[src/rtl/datapath_param_pkg.sv]
// Shared encodings for the parametrised 8051-style datapath: ALU ops, ACC sources,
// jump conditions, stack sequencer states and PSW bit positions.
package datapath_param_pkg;

    typedef enum logic [2:0] {
        ALU_ADD  = 3'd0,
        ALU_ADDC = 3'd1,
        ALU_SUB  = 3'd2,
        ALU_AND  = 3'd3,
        ALU_OR   = 3'd4,
        ALU_XOR  = 3'd5,
        ALU_INC  = 3'd6,
        ALU_PASS = 3'd7
    } alu_op_e;

    typedef enum logic [1:0] {
        SRC_ALU = 2'd0,
        SRC_RAM = 2'd1,
        SRC_REG = 2'd2,
        SRC_IMM = 2'd3
    } acc_src_e;

    typedef enum logic [1:0] {
        JC_ALWAYS = 2'd0,
        JC_Z      = 2'd1,
        JC_NZ     = 2'd2,
        JC_NC     = 2'd3
    } jmp_cond_e;

    typedef enum logic [2:0] {
        ST_IDLE    = 3'd0,
        ST_PUSH    = 3'd1,
        ST_VECTOR  = 3'd2,
        ST_POP     = 3'd3,
        ST_POPWAIT = 3'd4
    } seq_state_e;

    // PSW flags are counted down from the MSB: {C, Z, 0...}
    localparam int PSW_C_FROM_MSB = 0;
    localparam int PSW_Z_FROM_MSB = 1;

endpackage

[src/rtl/datapath_param_alu.sv]
// Combinational ALU; result carries one extra bit holding carry (or borrow for SUB).
module dp_alu
    import datapath_param_pkg::*;
#(
    parameter int DATA_W = 8
) (
    input  logic [DATA_W-1:0] a_i,
    input  logic [DATA_W-1:0] b_i,
    input  logic              cin_i,
    input  logic [2:0]        op_i,
    output logic [DATA_W:0]   result_o
);

    always_comb begin
        result_o = '0;
        case (op_i)
            ALU_ADD:  result_o = {1'b0, a_i} + {1'b0, b_i};
            ALU_ADDC: result_o = {1'b0, a_i} + {1'b0, b_i} + {{DATA_W{1'b0}}, cin_i};
            ALU_SUB:  result_o = {1'b0, a_i} - {1'b0, b_i};
            ALU_AND:  result_o = {1'b0, a_i & b_i};
            ALU_OR:   result_o = {1'b0, a_i | b_i};
            ALU_XOR:  result_o = {1'b0, a_i ^ b_i};
            ALU_INC:  result_o = {1'b0, a_i} + (DATA_W + 1)'(1);
            ALU_PASS: result_o = {1'b0, b_i};
            default:  result_o = '0;
        endcase
    end

endmodule

[src/rtl/datapath_param.sv]
// Core datapath (IR, ACC, PSW, register bank, PC) with a stack sequencer that pushes the
// PC on interrupt entry and pops it on return through an external 1-cycle-latency stack RAM.
module datapath_param
    import datapath_param_pkg::*;
#(
    parameter  int DATA_W      = 8,
    parameter  int PC_W        = 16,
    parameter  int NREGS       = 8,
    parameter  int STACK_DEPTH = 16,
    localparam int SP_W        = $clog2(STACK_DEPTH) + 1,
    localparam int REG_W       = $clog2(NREGS)
) (
    input  logic              clock,
    input  logic              reset,
    input  logic [DATA_W-1:0] rom_byte,
    input  logic [DATA_W-1:0] ram_rd_byte,
    input  logic              ir_load_high,
    input  logic              ir_load_low,
    input  logic              acc_load,
    input  logic [1:0]        acc_src,
    input  logic [2:0]        alu_op,
    input  logic              alu_b_sel,
    input  logic              reg_wr_en,
    input  logic [REG_W-1:0]  reg_sel,
    input  logic              ram_rd_en,
    input  logic              ram_wr_en,
    input  logic              pc_inc,
    input  logic              pc_inc_offset,
    input  logic              pc_jmp,
    input  logic [1:0]        jmp_cond,
    input  logic              ret_req,
    input  logic              int_req,
    input  logic [PC_W-1:0]   int_vec,
    input  logic [DATA_W-1:0] stack_rd_data,
    output logic [DATA_W-1:0] opcode,
    output logic [PC_W-1:0]   rom_addr,
    output logic [DATA_W-1:0] ram_addr,
    output logic [DATA_W-1:0] ram_wr_data,
    output logic              ram_wr_strobe,
    output logic [SP_W-2:0]   stack_addr,
    output logic              stack_wr_en,
    output logic [DATA_W-1:0] stack_wr_data,
    output logic [DATA_W-1:0] psw,
    output logic              busy,
    output logic              int_ack,
    output logic              stack_err
);

    localparam int BEATS  = PC_W / DATA_W;
    localparam int BCNT_W = (BEATS > 1) ? $clog2(BEATS) : 1;
    localparam logic [BCNT_W-1:0] BCNT_LAST = BCNT_W'(BEATS - 1);
    localparam logic [SP_W-1:0]   SP_FULL   = SP_W'(STACK_DEPTH);

    logic [2*DATA_W-1:0] ir_q;
    logic [DATA_W-1:0]   acc_q;
    logic                c_q, z_q;
    logic [DATA_W-1:0]   regs_q [NREGS];
    logic [PC_W-1:0]     pc_q, pc_d;
    logic [SP_W-1:0]     sp_q, sp_d;
    logic [BCNT_W-1:0]   bcnt_q, bcnt_d;
    logic                err_q, err_d;
    logic                pop_bad_q, pop_bad_d;
    seq_state_e          state_q, state_d;

    logic                idle;
    logic [DATA_W-1:0]   ir_lo, reg_rd, alu_b, acc_next;
    logic [DATA_W:0]     alu_res;
    logic                cond_true;
    logic [PC_W-1:0]     pc_plus1, pc_rel, pop_word;
    logic [SP_W-1:0]     sp_dec;
    logic                pop_capture;
    logic [DATA_W-1:0]   pc_beats [BEATS];

    assign idle     = (state_q == ST_IDLE);
    assign ir_lo    = ir_q[DATA_W-1:0];
    assign reg_rd   = regs_q[reg_sel];
    assign alu_b    = alu_b_sel ? reg_rd : ir_lo;
    assign pc_plus1 = pc_q + PC_W'(1);
    assign pc_rel   = pc_plus1 + PC_W'($signed(ir_lo));
    assign sp_dec   = sp_q - SP_W'(1);

    dp_alu #(.DATA_W(DATA_W)) u_alu (
        .a_i      (acc_q),
        .b_i      (alu_b),
        .cin_i    (c_q),
        .op_i     (alu_op),
        .result_o (alu_res)
    );

    always_comb begin
        acc_next = alu_res[DATA_W-1:0];
        case (acc_src)
            SRC_ALU: acc_next = alu_res[DATA_W-1:0];
            SRC_RAM: acc_next = ram_rd_byte;
            SRC_REG: acc_next = reg_rd;
            SRC_IMM: acc_next = ir_lo;
            default: acc_next = alu_res[DATA_W-1:0];
        endcase
    end

    always_comb begin
        cond_true = 1'b0;
        case (jmp_cond)
            JC_ALWAYS: cond_true = 1'b1;
            JC_Z:      cond_true = z_q;
            JC_NZ:     cond_true = !z_q;
            JC_NC:     cond_true = !c_q;
            default:   cond_true = 1'b0;
        endcase
    end

    for (genvar gi = 0; gi < BEATS; gi++) begin : g_beats
        assign pc_beats[gi] = pc_q[gi*DATA_W +: DATA_W];
    end

    // Popped beats arrive MSB first; shift them up so the last read lands in the LSB beat.
    if (BEATS > 1) begin : g_popbuf
        logic [PC_W-DATA_W-1:0] buf_q;
        always_ff @(posedge clock) begin
            if (reset)            buf_q <= '0;
            else if (pop_capture) buf_q <= pop_word[PC_W-DATA_W-1:0];
        end
        assign pop_word = {buf_q, stack_rd_data};
    end else begin : g_nobuf
        assign pop_word = stack_rd_data;
    end

    always_comb begin
        state_d       = state_q;
        sp_d          = sp_q;
        bcnt_d        = bcnt_q;
        pc_d          = pc_q;
        err_d         = err_q;
        pop_bad_d     = pop_bad_q;
        pop_capture   = 1'b0;
        stack_addr    = '0;
        stack_wr_en   = 1'b0;
        stack_wr_data = '0;
        int_ack       = 1'b0;
        case (state_q)
            ST_IDLE: begin
                bcnt_d    = '0;
                pop_bad_d = 1'b0;
                if (int_req)            state_d = ST_PUSH;
                else if (ret_req)       state_d = ST_POP;
                else if (pc_jmp)        pc_d    = cond_true ? pc_rel : pc_plus1;
                else if (pc_inc_offset) pc_d    = pc_rel;
                else if (pc_inc)        pc_d    = pc_plus1;
            end
            ST_PUSH: begin
                stack_wr_data = pc_beats[bcnt_q];
                if (sp_q == SP_FULL) begin
                    err_d = 1'b1;
                end else begin
                    stack_addr  = sp_q[SP_W-2:0];
                    stack_wr_en = 1'b1;
                    sp_d        = sp_q + SP_W'(1);
                end
                if (bcnt_q == BCNT_LAST) state_d = ST_VECTOR;
                else                     bcnt_d  = bcnt_q + BCNT_W'(1);
            end
            ST_VECTOR: begin
                pc_d    = int_vec;
                int_ack = 1'b1;
                state_d = ST_IDLE;
            end
            ST_POP: begin
                pop_capture = (bcnt_q != '0);
                if (sp_q == '0) begin
                    err_d     = 1'b1;
                    pop_bad_d = 1'b1;
                end else begin
                    stack_addr = sp_dec[SP_W-2:0];
                    sp_d       = sp_dec;
                end
                if (bcnt_q == BCNT_LAST) state_d = ST_POPWAIT;
                else                     bcnt_d  = bcnt_q + BCNT_W'(1);
            end
            ST_POPWAIT: begin
                if (!pop_bad_q) pc_d = pop_word;
                state_d = ST_IDLE;
            end
            default: state_d = ST_IDLE;
        endcase
    end

    always_ff @(posedge clock) begin
        if (reset) begin
            state_q   <= ST_IDLE;
            pc_q      <= '0;
            sp_q      <= '0;
            bcnt_q    <= '0;
            err_q     <= 1'b0;
            pop_bad_q <= 1'b0;
        end else begin
            state_q   <= state_d;
            pc_q      <= pc_d;
            sp_q      <= sp_d;
            bcnt_q    <= bcnt_d;
            err_q     <= err_d;
            pop_bad_q <= pop_bad_d;
        end
    end

    // Datapath state only moves while the sequencer is idle; the control unit stalls otherwise.
    always_ff @(posedge clock) begin
        if (reset) begin
            ir_q  <= '0;
            acc_q <= '0;
            c_q   <= 1'b0;
            z_q   <= 1'b0;
            for (int i = 0; i < NREGS; i++) regs_q[i] <= '0;
        end else if (idle) begin
            if (ir_load_high) ir_q[2*DATA_W-1:DATA_W] <= rom_byte;
            if (ir_load_low)  ir_q[DATA_W-1:0]        <= rom_byte;
            if (acc_load) begin
                acc_q <= acc_next;
                z_q   <= (acc_next == '0);
                if (acc_src == SRC_ALU) c_q <= alu_res[DATA_W];
            end
            if (reg_wr_en) regs_q[reg_sel] <= acc_q;
        end
    end

    assign opcode        = ir_q[2*DATA_W-1:DATA_W];
    assign rom_addr      = pc_q;
    assign ram_addr      = (ram_rd_en || ram_wr_en) ? ir_lo : '0;
    assign ram_wr_data   = ram_wr_en ? acc_q : '0;
    assign ram_wr_strobe = ram_wr_en;
    assign busy          = !idle;
    assign stack_err     = err_q;

    always_comb begin
        psw = '0;
        psw[DATA_W-1-PSW_C_FROM_MSB] = c_q;
        psw[DATA_W-1-PSW_Z_FROM_MSB] = z_q;
    end

endmodule
[config.mk]
export PLATFORM = sky130hd
export DESIGN_NAME = datapath_param
export DESIGN_NICKNAME = d
export VERILOG_FILES = /design/src/rtl/datapath_param_pkg.sv /design/src/rtl/datapath_param_alu.sv /design/src/rtl/datapath_param.sv
export SDC_FILE = /design/constraint.sdc
export NUM_CORES = 1
export LEC_CHECK = 0
export BUFFER_PORTS_ARGS = -buffer_cell sky130_fd_sc_hd__buf_2
export CORE_ASPECT_RATIO = 1.4
export CORE_UTILIZATION = 45
export DETAILED_ROUTE_END_ITERATION = 12
export PLACE_DENSITY = 0.72
export SLEW_MARGIN = 20
export SYNTH_ARGS = -nofsm -noshare
export SYNTH_HDL_FRONTEND = slang
export SYNTH_SLANG_ARGS = --single-unit
[constraint.sdc]
create_clock -name clock -period 7.4 [get_ports clock]
set_clock_uncertainty 0.1 [all_clocks]
set_input_delay 0.37 -clock clock [delete_from_list [all_inputs] [get_ports clock]]
set_output_delay 0.37 -clock clock [all_outputs]
set_load 0.005 [all_outputs]
==> results <==
- Power spread over the standard cell area amounts to 217 nW/um^2.
- The async set-or-reset flop fraction in the synthesized netlist is 0%.
- Global routing finished with a remaining overflow of 0.
- Subtracting the final worst setup slack from the clock period gives 4.49 ns.
- The number of slew-limit violations in the final report is 0.
- The slowest stage of the critical path belongs to the cell buf_2.
- The placed cell count is 1399.
- The most numerous cell in the Yosys netlist is nor2_1.
- The setup TNS is 0 ns.
- 129 I/O pins were placed.
- The worst hold path belongs to the class primary input to flip-flop.
- In this run the horizontal extent of the chip is 124 um.
- The signal on the critical path passes through buf_2 -> nand2b_1 -> o22ai_1 -> a22oi_2 -> a21oi_2 -> inv_1 -> ha_1 -> o21ai_1 -> nor2_1 -> o311ai_1 -> a2111oi_1 -> a2111oi_1 -> a211o_1 -> and4_1 -> a31o_1.
- The worst hold margin is 0.0862 ns.
- The part of the power in combinational logic is 26.7%.
- The filler cells instantiated in the layout total 1898.
- The mean instance size in the synthesized netlist is 8.51 sq um.
- The number of max-capacitance violations reported is 0.
- For the worst flop-to-flop path, the logic depth is 15.
- The relative slew slack is 23.0%.
- The number of enable flip-flop cells after synthesis is 64.
- The number of global-route vias before repair is 8189.
- The first-pass iteration count of the detailed router is 5.
- The number of cells produced by synthesis is 1094.
- The depth of the CTS H-tree is 4.
- Derived from the worst setup path, the maximum achievable clock frequency is 223 MHz.
- The number of setup violations in the final report is 0.
- The clock transition at the register clock pins on the worst setup and hold paths after CTS is 0.07 ns.
- The total clock buffers created by CTS is 17.
- The core box area is 20100 sq um.
- The number of different library cells in the post-synthesis netlist is 96.
- IR analysis of the VDD net gives a maximum drop of 0.000152 V.
- The clock latency of the later-clocked register in the worst-skew pair is 0.43 ns.
- For the pin with the worst max-slew slack, the measured transition is 1.15 ns.
- The routed design has 28000 um of wire.
- The number of warning messages in the yosys log is 0.
- The number of hold buffers added after CTS is 0.
- The congestion estimate from routability-driven global placement came to 0.995.
- The average wire per cell in the routed design is 19.6 um.
- The longest individual stage delay on the worst path is 0.60 ns.
- The DRC violation count after routing is 0.
- From synthesis to final layout, the design area changed by 12.3%.
- The number of buffers on the longest clock path is 2.
- The post-route fraction of the period consumed by the critical path is 60.6%.
- Leaving out filler cells and counting taps, the final layout contains 1431.
- After the first detailed-routing iteration, the DRC count stood at 672.
- Setup repair after global routing left no endpoint under its margin.
- The cell taking the most area after synthesis is edfxtp_1.
- The worst path buffer plus inverter count is 2.
- STA classifies the critical path startpoint as a primary input.
- The static power due to leakage is 0.00420 uW.
- Entering global routing, the biggest net connects 62 pins.
- After detailed routing, the number of vias per cell comes to 5.95.
- CTS placed an instance of clkbuf_16 at the clock tree root.
- The arrival time of the worst setup path is 4.72 ns.
- The initial cell density of the core is 46.4%.
- The fraction of final layout cells with drive strength greater than 1 is 18.3%.
- The die area is 21300 sq um.
- The kind of end point of the critical path is a flip-flop.
- The placed wire-length estimate after detailed placement is 20700 um.
- TritonCTS built the clock tree.
- The wire length of the first global-routing pass is 44000 um.
- The cell count along the critical path is 15.
- Counting instances, the worst hold path has a depth of 3.
- The critical path required time is 7.63 ns.
- After the last flow step, the layout net total stands at 1279.
- The cell seen most often among critical-path stages is a2111oi_1.
- The number of hold-slack violations in the final timing report is 0.
- The number of gates resized after CTS was 0.
- The part of the total power dissipated in the clock network is 36.9%.
- The dominant synthesized flop cell is edfxtp_1.
- After synthesis, the largest area contributor takes up 20.7% of total cell area.
- The TritonCTS sink count is 125.
- The largest fanout on the critical path is 38.
- The share of the Yosys chip area taken by registers is 33.8%.
- The all-layer global routing usage is 27.3%.
- The flow ran to the end, and the final reports show no timing, DRC or antenna violations.
- After synthesis, the most frequently instantiated cells are nor2_1 (108), nand2_1 (105), a21oi_1 (77).
- Among cell families on the critical path, the largest total delay comes from compound AO/OA/AOI/OAI gates.
- The count of nets left with antenna violations once routing finished came out at 0.
- The final route contains 8517 vias.
- The number of antenna violations at the first check in global routing was 0.
- Post-CTS timing repair inserted 0 buffers for setup.
- The die span in y is 172 um.
- The post-route cell area is 10500 sq um.
- Summing all placed instances gives a cell area of 9860 sq um.
- The internal power contribution is 1460 uW.
- The relative contribution of sequential cells to total power is 36.4%.
- The synthesized design contains 125 register bits.
- The number of port buffers is 122.
- Yosys attributes the largest share of cell area to edfxtp_1 (21%), dfxtp_1 (13%), ha_1 (6.2%).
- The number of rows created at floorplan is 61.
- The mapped netlist covers 9310 sq um.
- The repair_antennas step left the layout with diodes totalling 0.
- The critical path is of the primary input to flip-flop type.
- The net switching power figure is 805 uW.
- Of the total power, the share spent switching nets is 35.5%.
-- cell families after synthesis --
kind of cell	Yosys count	synth area share (%)
buffers and inverters	140	7.49
flip-flops	125	33.8
AO/OA/AOI/OAI	267	19.8
other	1	0.0403
AND/OR/NAND/NOR	425	22.5
adder cells (fa/ha/maj)	49	6.83
XOR/XNOR	51	4.88
multiplexers	36	4.75
-- worst paths after layout --
kind	startpoint	end	slack (ns)
setup / recovery	reg_sel[1]	z_q$_SDFFE_PP0P_	2.91
hold / removal	stack_rd_data[1]	g_popbuf.buf_q[1]$_SDFFE_PP0P_	0.09
setup reg to reg	regs_q[6][0]$_SDFFCE_PN0P_	z_q$_SDFFE_PP0P_	3.13
hold reg to reg	ir_q[14]$_SDFFE_PP0P_	ir_q[14]$_SDFFE_PP0P_	0.35
-- cell usage in the layout, fill, tap and decap left out, types with 6 or more instances in the layout --
master and count:
inv_6 6, nand2b_1 15, clkbuf_16 17, a221o_1 8, nor4_1 17, nor2b_1 19, a22oi_1 15, o21ai_0 35
xnor2_1 31, ha_1 46, dfxtp_1 61, a21oi_1 76, o211ai_1 9, nand3_1 27, mux2i_1 22, buf_2 122
nor3_1 66, buf_4 13, a211oi_1 22, conb_1 6, xor2_1 19, edfxtp_1 64, a21o_1 11, a221oi_1 11
nand2_1 105, and2_1 17, nor2_1 106, nand4_1 11, o22ai_1 8, inv_1 43, a31oi_1 7
-- state kept, by name, summed over array words and instances, names as in the netlist --
name,count
g_popbuf.buf_q,8
acc_q,8
c_q,1
rom_addr,16
pop_bad_q,1
bcnt_q,1
regs_q,64
stack_err,1
state_q,3
ir_q,16
z_q,1
sp_q,5
-- worst reg2reg max path, cell delays in order, from the launching register on --
cell and delay, ns:
edfxtp_1 0.38, mux2_1 0.31, mux4_2 0.47, nor2_1 0.12
a21o_2 0.18, inv_2 0.06, ha_1 0.24, fa_1 0.49
a211o_4 0.40, a311oi_2 0.32, o211ai_2 0.20, a31o_1 0.23
a21oi_1 0.17, a2bb2oi_1 0.22, nor2_1 0.07, a31o_1 0.22
-- power groups by stage --
stage,Combinational [uW],Clock (uW),Sequential [uW]
2_1_floorplan,454,0,813
3_3_place_gp,585,0,837
3_5_place_dp,591,0,838
4_1_cts,598,848,823
5_1_grt,667,870,830
6_report,604,836,824
-- area by class of cell --
type                            instances  area, sq um  area share (%)
Inverter                               53          199            1.90
Sequential cell                       125         3140            30.1
Timing Repair Buffer                  135          708            6.77
Tap cell                              252          315            3.02
Multi-Input combinational cell        834         5490            52.5
Clock buffer                           17          425            4.07
Clock inverter                         15          170            1.63
-- metrics by stage --
step                util, %  worst slack, ns  power [uW]
CTS                    52.1             2.96        2270
global route           52.1             2.66        2370
finish                 52.1             2.91        2260
global placement       49.1             2.63        1420
floorplan                 -             3.33        1270
detailed placement     49.1             2.51        1430
-- layer usage --
| metal | routed length, um | vias to the layer above | GRT usage (%) |
|---|---|---|---|
| li1 | - | 4117 | - |
| met1 | 11200 | 4025 | 31.9 |
| met2 | 14000 | 308 | 47.7 |
| met3 | 1510 | 67 | 4.58 |
| met4 | 1230 | 0 | 13.2 |
| met5 | 0 | - | 0 |
No activity file was read; power rests on OpenSTA's default activity.
